### src/rtl/reg_bus_sequencer.sv
// Control sequencer for the 8-bit register bank.
// Decodes one instruction byte and drives load/save enables over ISSUE/WRITE.
module reg_bus_sequencer #(
  parameter int NREG       = 6,
  parameter int RESULT_REG = 3
) (
  input  logic            clk,
  input  logic            res,
  input  logic            instr_valid,
  input  logic [7:0]      instr_byte,
  output logic            instr_ready,
  output logic [NREG-1:0] load1_en,
  output logic [NREG-1:0] load2_en,
  output logic [NREG-1:0] save_en,
  output logic [7:0]      imm_byte,
  output logic            imm_oe,
  output logic            alu_strobe,
  output logic            illegal,
  output logic            halted
);

  typedef enum logic [1:0] {
    IDLE, ISSUE, WRITE, HALT
  } state_t;

  localparam logic [1:0] OP_COPY = 2'd0;
  localparam logic [1:0] OP_CALC = 2'd1;
  localparam logic [1:0] OP_IMM  = 2'd2;
  localparam logic [1:0] OP_HALT = 2'd3;

  localparam logic [3:0] NREG_W  = 4'(NREG);
  localparam logic [2:0] RES_IDX = 3'(RESULT_REG);

  function automatic logic [NREG-1:0] onehot(
    input logic [2:0] idx
  );
    onehot = NREG'(1) << idx;
  endfunction

  state_t state, state_d;

  logic [1:0] op_q, op_n;
  logic [2:0] src_q, src_n;
  logic [2:0] dst_q, dst_n;
  logic [5:0] imm_q, imm_n;

  logic [1:0] in_op;
  logic [2:0] in_src, in_dst;
  logic       accept, bad;

  logic [NREG-1:0] l1_d, l2_d, sv_d;
  logic [7:0]      imm_d;
  logic            oe_d, alu_d;
  logic            ill_d, hlt_d, rdy_d;

  assign in_op  = instr_byte[7:6];
  assign in_src = instr_byte[5:3];
  assign in_dst = instr_byte[2:0];
  assign accept = instr_valid & instr_ready;

  // Only COPY/CALC carry register indices that can be out of range
  assign bad = ~in_op[1] &
               (({1'b0, in_src} >= NREG_W) |
                ({1'b0, in_dst} >= NREG_W));

  assign op_n  = accept ? in_op : op_q;
  assign src_n = accept ? in_src : src_q;
  assign dst_n = accept ? in_dst : dst_q;
  assign imm_n = accept ? instr_byte[5:0] : imm_q;

  always_ff @(posedge clk) begin
    if (res) begin
      state <= IDLE;
      op_q  <= '0;
      src_q <= '0;
      dst_q <= '0;
      imm_q <= '0;
    end else begin
      state <= state_d;
      if (accept) begin
        op_q  <= in_op;
        src_q <= in_src;
        dst_q <= in_dst;
        imm_q <= instr_byte[5:0];
      end
    end
  end

  always_comb begin
    state_d = state;
    unique case (state)
      IDLE: begin
        if (accept) begin
          unique case (1'b1)
            in_op == OP_HALT: state_d = HALT;
            in_op == OP_IMM:  state_d = WRITE;
            bad:              state_d = IDLE;
            default:          state_d = ISSUE;
          endcase
        end
      end
      ISSUE:   state_d = WRITE;
      WRITE:   state_d = IDLE;
      HALT:    state_d = HALT;
      default: state_d = IDLE;
    endcase
  end

  // Outputs are computed for the upcoming state, then registered
  always_comb begin
    l1_d  = '0;
    l2_d  = '0;
    sv_d  = '0;
    imm_d = imm_byte;
    oe_d  = 1'b0;
    alu_d = 1'b0;
    ill_d = accept & bad;
    hlt_d = (state_d == HALT);
    rdy_d = (state_d == IDLE);
    unique case (state_d)
      ISSUE: begin
        l1_d = onehot(src_n);
        if (op_n == OP_CALC)
          l2_d = onehot(dst_n);
      end
      WRITE: begin
        unique case (op_n)
          OP_COPY: begin
            l1_d = onehot(src_n);
            sv_d = onehot(dst_n);
          end
          OP_CALC: begin
            l1_d  = onehot(src_n);
            l2_d  = onehot(dst_n);
            sv_d  = onehot(RES_IDX);
            alu_d = 1'b1;
          end
          OP_IMM: begin
            oe_d  = 1'b1;
            imm_d = {2'b00, imm_n};
            sv_d  = onehot(3'd0);
          end
          default: ;
        endcase
      end
      default: ;
    endcase
  end

  always_ff @(posedge clk) begin
    if (res) begin
      instr_ready <= 1'b1;
      load1_en    <= '0;
      load2_en    <= '0;
      save_en     <= '0;
      imm_byte    <= '0;
      imm_oe      <= 1'b0;
      alu_strobe  <= 1'b0;
      illegal     <= 1'b0;
      halted      <= 1'b0;
    end else begin
      instr_ready <= rdy_d;
      load1_en    <= l1_d;
      load2_en    <= l2_d;
      save_en     <= sv_d;
      imm_byte    <= imm_d;
      imm_oe      <= oe_d;
      alu_strobe  <= alu_d;
      illegal     <= ill_d;
      halted      <= hlt_d;
    end
  end

endmodule

### config.mk
export PLATFORM = sky130hd
export DESIGN_NAME = reg_bus_sequencer
export DESIGN_NICKNAME = d
export VERILOG_FILES = /design/src/rtl/reg_bus_sequencer.sv
export SDC_FILE = /design/constraint.sdc
export NUM_CORES = 1
export LEC_CHECK = 0
export BUFFER_PORTS_ARGS = -buffer_cell sky130_fd_sc_hd__buf_2
export CAP_MARGIN = 10
export CORE_MARGIN = 2
export CORE_UTILIZATION = 45
export CTS_CLUSTER_DIAMETER = 50
export DETAILED_ROUTE_END_ITERATION = 10
export PLACE_DENSITY = 0.76
export SLEW_MARGIN = 40
export SYNTH_ARGS = -nofsm -noshare
export SYNTH_HDL_FRONTEND = slang
export SYNTH_SLANG_ARGS = --single-unit
### constraint.sdc
create_clock -name clk -period 2.2 [get_ports clk]
set_input_delay 0.55 -clock clk [delete_from_list [all_inputs] [get_ports clk]]
set_output_delay 0.55 -clock clk [all_outputs]
set_load 0.1 [all_outputs]
==> results.md, run 1 <==
- Post-synth EDFFs: 0
- Synthesized area: 1744 um^2
- Fraction of registers with async set or reset after synthesis: 0%
- Filler cell count in the final layout: 333
- Post-DP Area: 2033 um^2
- Core region area: between 3000 and 4000 um^2
- Post-synth top area share: 51.65%
- Slew Limit Fails: 0
- CP endpoint kind: register
- GRT overflow: 0
- Synth Area in Adders: 2.869%
- Worst path arrival time: 2.25 ns
- PostCTS Resize Cnt: 0
- Status: finished, final reports clean
- Dpl hpwl: 2347 um
- Mux contribution to synthesized area: 5.165%
- CP max-delay cell: or4_1
- Area Growth Syn to Fin: 21.31%
- Pwr Total: 0.001661 W
- Buf+Inv Stages, Crit Path: 1
- Clock Skews: 0.005526 ns
- HP Class: register to register
- DRT Pass-1 Iters: 4
- Largest cells by area after synthesis: dfxtp_1 52%, a21oi_1 4.6%, nor2_1 4.1%
- Final worst-path cycle share: 93.14%
- Root Driver: clkbuf_8
- Crit-path max FO: 9
- RSZ-0062 raised after global routing: false
- Crit. path cell count: 7
- Worst Hold Endpoint: imm_q[2]$_SDFF_PP0_
- R2R setup slack: approximately 0.15 ns
- Prevailing post-synth register cell: dfxtp_1
- Rows: 22
- Top cells by count, synth: 45 x dfxtp_1, 19 x nor2_1, 16 x a21oi_1
- CTS Buffer Depth: 2
- Initial core utilization: a little under half
- Synth Area in Simple Gates: about a quarter
- PortBufs: 39
- ANT cells: 0
- Final Cell Area: 2116 um^2
- Crit Path Class: register to register
- Max incr delay on CP: about 0.53 ns
- Max VDD drop: 0.0006101 V
- Nets: approximately 240
- H-tree depth: 2
- CTS Hold Bufs: 0
- Routed wire length: 3187 um
- Area of the die: 4390 um^2
- WL/cell: approximately 12 um
- Yosys top cell by area: dfxtp_1
- Clk Latency, worst-skew pair: 0.29 ns
- Crit path cell chain: nand2_2 -> or4_1 -> o21ai_2 -> inv_2 -> ha_4 -> or2_2 -> nor4_1
- Crit path max-delay family: simple AND/OR/NAND/NOR gates
- Antenna violations before repair: 0
- Largest net degree at the start of global routing: 31
- Final core occ: roughly 57%
- Max Freq: 488.1 MHz
- Share of layout cells above drive strength 1: a little over a third
- Total track usage: 15.55%
- Post-synthesis cell type count: 40
- Seq cells post-synth: 45
- Worst endpoint required time: 2.40 ns
- HP Start: imm_q[2]$_SDFF_PP0_
- First-pass GRT wire length: 5181 um
- Clock-pin slew on the worst setup and hold paths: 0.08 ns
- Power Dens Cells: around 790 nW/um^2
- Area fraction in compound gates after synthesis: roughly 10%
- Post-Synth XOR/XNOR Area: 0%
- Leak: 0.9408 nW
- Count leader, synth: dfxtp_1
- Setup violations, final: 0
- CTS tree: done
- Reg-to-Reg Start: instr_ready$_SDFF_PP1_
- Syn Inst Count: roughly 180
- Detail Route Antenna Nets: 0
- Die Ht: 66.26 um
- Vias in the first global route: between 1000 and 1500
- Fin crit period: roughly 2.0 ns
- Post CTS Setup Buffer Count: 0
- Reg2reg end: load1_en[5]$_SDFF_PP0_
- Startpoint Class: register
- Routed vias/inst: ~4.8
- Yosys Warn Count: 0
- Worst Reg-to-Reg Cells: 7
- Ports: 42
- DRC viols: 0
- CTS Buf Count: 5
- Syn avg cell area: 9.854 um^2
- Clock sinks: 45
- Vias: roughly 1300
- Routability Congestion: 0.7665
- Initial DRC Count: 45
- Final Hold Viols: 0
- Post-synthesis sequential area ratio: about half
- Worst Hold Depth: 2
- Max Cap Violations: 0
- Die Wd: 66.26 um
- Largest family of logic cells by synthesized area: simple AND/OR/NAND/NOR gates
- WHS: 0.4577 ns
## report_power, final
| group | switching, W | internal, W | total [W] |
|---|---|---|---|
| sequential | 0.0000178 | 0.000845 | 0.000863 |
| combinational | 0.000220 | 0.000103 | 0.000323 |
| clock | 0.000255 | 0.000220 | 0.000475 |
| total | 0.000493 | 0.00117 | 0.00166 |
## state kept, by name (all words and copies together), names as in the netlist, 2 cells and up
name and flops:
op_q 2, load1_en 6, imm_q 6, src_q 3, state 2, dst_q 3, load2_en 6, imm_byte 6
save_en 6
## layout by cell type (no fill, tap or decap), types with 3 or more instances in the layout
| master | instances |
|---|---|
| nand3_1 | 3 |
| nand3b_1 | 4 |
| clkbuf_8 | 5 |
| dfxtp_1 | 44 |
| buf_2 | 39 |
| mux2_2 | 6 |
| ha_1 | 3 |
| nor2_1 | 18 |
| nor3_1 | 6 |
| nor4_1 | 3 |
| buf_4 | 10 |
| a21oi_1 | 16 |
| inv_1 | 4 |
| a31oi_1 | 4 |
| nand2_1 | 14 |
| nor2b_1 | 8 |
| nor3b_1 | 3 |
## worst max path at each step
stage                           start                endpoint  slack (ns)
2_1_floorplan  instr_ready$_SDFF_PP1_  load1_en[4]$_SDFF_PP0_       0.008
3_3_place_gp              instr_valid  load2_en[5]$_SDFF_PP0_       -0.06
3_5_place_dp              instr_valid  load1_en[5]$_SDFF_PP0_        -0.1
4_1_cts        instr_ready$_SDFF_PP1_  load1_en[5]$_SDFF_PP0_        0.15
5_1_grt        instr_ready$_SDFF_PP1_  load2_en[5]$_SDFF_PP0_       0.003
6_report       instr_ready$_SDFF_PP1_  load1_en[5]$_SDFF_PP0_        0.15
## kinds of logic (layout without fill, tap and decap cells)
family,Yosys count,after routing
flops,45,45
other cells,1,2
simple gates,78,78
compound gates,27,27
fa+ha+maj,4,4
buf+inv,15,62
mux,7,7
## metal layers
metal / global-route usage, % / routed length, um / vias to the layer above
met1: 19.77 / 1547 / 598
met5: 0 / 0 / -
met2: 24.63 / 1443 / 31
met3: 4.600 / 167 / 3
li1: - / - / 687
met4: 6.122 / 28 / 0
## per-stage QoR
| step | cells | TNS (ns) | worst slack [ns] |
|---|---|---|---|
| floorplan | 178 | 0 | 0.008445 |
| global placement | 265 | -0.6998 | -0.06299 |
| detailed placement | 265 | -0.9782 | -0.09995 |
| CTS | 273 | 0 | 0.1460 |
| global route | 273 | 0 | 0.003212 |
| finish | 273 | 0 | 0.1510 |
## tightest hold or removal path, stage by stage (launching register included)
cell,delay (ns)
dfxtp_1,0.30
nand2_1,0.04
a21oi_1,0.06
## area by class of cell
type,count,area (um^2),area share [%]
Sequential cell,45,904.6,42.76
Multi-Input combinational cell,118,779.5,36.84
Timing Repair Buffer,49,270.3,12.77
Clock buffer,6,72.57,3.430
Tap cell,48,60.06,2.839
Inverter,5,18.77,0.8870
Clock inverter,2,10.01,0.4731
No activity file was read; power rests on OpenSTA's default activity.
==> inputs of run 2 (changes only) <==
Settings changed: CORE_UTILIZATION 45 to 40, PLACE_DENSITY 0.76 to 0.69, SETUP_SLACK_MARGIN from default to 0.4, SLEW_MARGIN 40 to 20.
==> run 2 against run 1 <==
Via count rose by 4.9%. Cell count rose by 3.7%. Sequential share of layout area fell by 4.1 points. Critical path type is now input port to register. Largest power group unchanged.
==> results.md, run 2 (synthesized netlist as in run 1, its figures left out) <==
- Status: finished, final reports clean
- Startpoint Class: input port
- Placed insts: about 270
- Filler cell count in the final layout: 380
- H-tree depth: 2
- Crit Path Class: input port to register
- Die Wd: 70.04 um
- CTS Buffer Depth: 2
- Detail Route Antenna Nets: 0
- Crit-path max FO: 2
- Routability Congestion: 0.8158
- Initial core utilization: 40.90%
- Nets: 245
- Root Driver: clkbuf_8
- DRT Pass-1 Iters: 4
- Largest net degree at the start of global routing: 31
- Total track usage: 15.91%
- Core region area: 4264 um^2
- Dpl hpwl: 2591 um
- Most frequent cells in the layout: 44 x dfxtp_1, 37 x buf_2, 17 x nor2_1
- Routed vias/inst: 4.890
- Non-Filler Instances: 283
- Power Dens Cells: 787.4 nW/um^2
- CP endpoint kind: register
- Share of layout cells above drive strength 1: 42.42%
- Rel. slew slack: 64.66%
- WHS: roughly 0.46 ns
- Setup WS post-layout: 0.2963 ns
- Footprint of the multi-input gates: between 900 and 1000 um^2
- Clock sinks: 45
- First-pass GRT wire length: 5947 um
- Die Ht: 70.04 um
- Final worst-path cycle share: 86.53%
- Ports: 42
- Final Hold Viols: 0
- RSZ-0062 raised after global routing: true
- Max Cap Violations: 0
- Final core occ: 54.87%
- Setup violations, final: 0
- Least-Margin Pin Slew: between 0.5 and 0.6 ns
- Clk Latency, worst-skew pair: 0.30 ns
- Rows: 24
- Pwr Total: 0.001842 W
- Clock Skews: 0.004684 ns
- Area Growth Syn to Fin: 34.15%
- Initial DRC Count: just under 60
- Routed wire length: between 3000 and 4000 um
- Leak: 1.026 nW
- CTS Buf Count: 5
- Post-place setup slack: -0.06245 ns
- DRC viols: 0
- CTS tree: done
- Clock-pin slew on the worst setup and hold paths: 0.08 ns
- HP Class: register to register
- Worst endpoint required time: between 2 and 2.5 ns
- GRT overflow: 0
- PortBufs: 39
- ANT cells: 0
- Fin crit period: 1.904 ns
- Register area: around 900 um^2
- WL/cell: 13.01 um
- Antenna violations before repair: 0
- Worst path arrival time: 2.09 ns
- Vias in the first global route: 1282
- Area of the die: 4905 um^2
- HP Start: imm_q[3]$_SDFF_PP0_
- Reg-to-Reg Start: instr_ready$_SDFF_PP1_
- Max VDD drop: 0.0003356 V
- Crit path from: instr_valid
- Vias: 1384
- Max Freq: between 500 and 600 MHz
- Most common cell after layout, fill and taps aside: dfxtp_1
- Slew Limit Fails: 0
- CTS Hold Bufs: 0
[run 2: worst paths after layout]
check / endpoint / slack, ns / cells after the start
worst min-delay path: imm_q[3]$_SDFF_PP0_ / 0.46 / 2
worst max register to register: instr_ready$_SDFF_PP1_ / 0.31 / 8
worst max-delay path: instr_ready$_SDFF_PP1_ / 0.30 / 9
worst min register to register: imm_q[3]$_SDFF_PP0_ / 0.46 / 2
[run 2: stage by stage]
step / instance area, um^2 / setup TNS (ns)
2_1_floorplan: 1810 / 0
3_3_place_gp: 2095 / -0.1620
3_5_place_dp: 2095 / -0.6017
4_1_cts: 2253 / 0
5_1_grt: 2340 / 0
6_report: 2340 / 0
[run 2: cell type report]
cell class	count	share of cell area, %
Sequential cell	45	38.66
Multi-Input combinational cell	118	38.66
Timing Repair Buffer	55	14.33
Clock buffer	8	4.759
Tap cell	52	2.781
Inverter	5	0.8021
[run 2: metal layers]
layer  track usage [%]  share of wire (%)  up-vias  routed length (um)
met5                 0                  0        -                   0
met4             6.197                1.7        0                  63
met3             5.916                5.8        5                 214
met2             25.71                 49       39                1792
met1             19.22                 44      639                1611
li1                  -                  -      701                   -
[run 2: power by group]
group          switching [W]  leakage (nW)  total [W]  internal, W
logic               0.000252         0.604   0.000393     0.000140
registers          0.0000169         0.366   0.000862     0.000845
clock network       0.000264        0.0566   0.000588     0.000324
total               0.000533          1.03    0.00184      0.00131
[run 2: repair_timing]
| item | 4_1_cts | 5_1_grt |
|---|---|---|
| pin swaps | 3 | 1 |
| setup endpoints to repair | 27 | 22 |
| gates resized for setup | 8 | 13 |
| hold endpoints to repair | 0 | 0 |
| buffers inserted | 1 | 3 |
[run 2: worst max-delay path, stage by stage]
cell and delay [ns]:
buf_2 0.11, nand2_4 0.05, or4_4 0.49, o21ai_4 0.16, inv_2 0.07, buf_4 0.14, buf_6 0.10, ha_2 0.16
or2_2 0.26
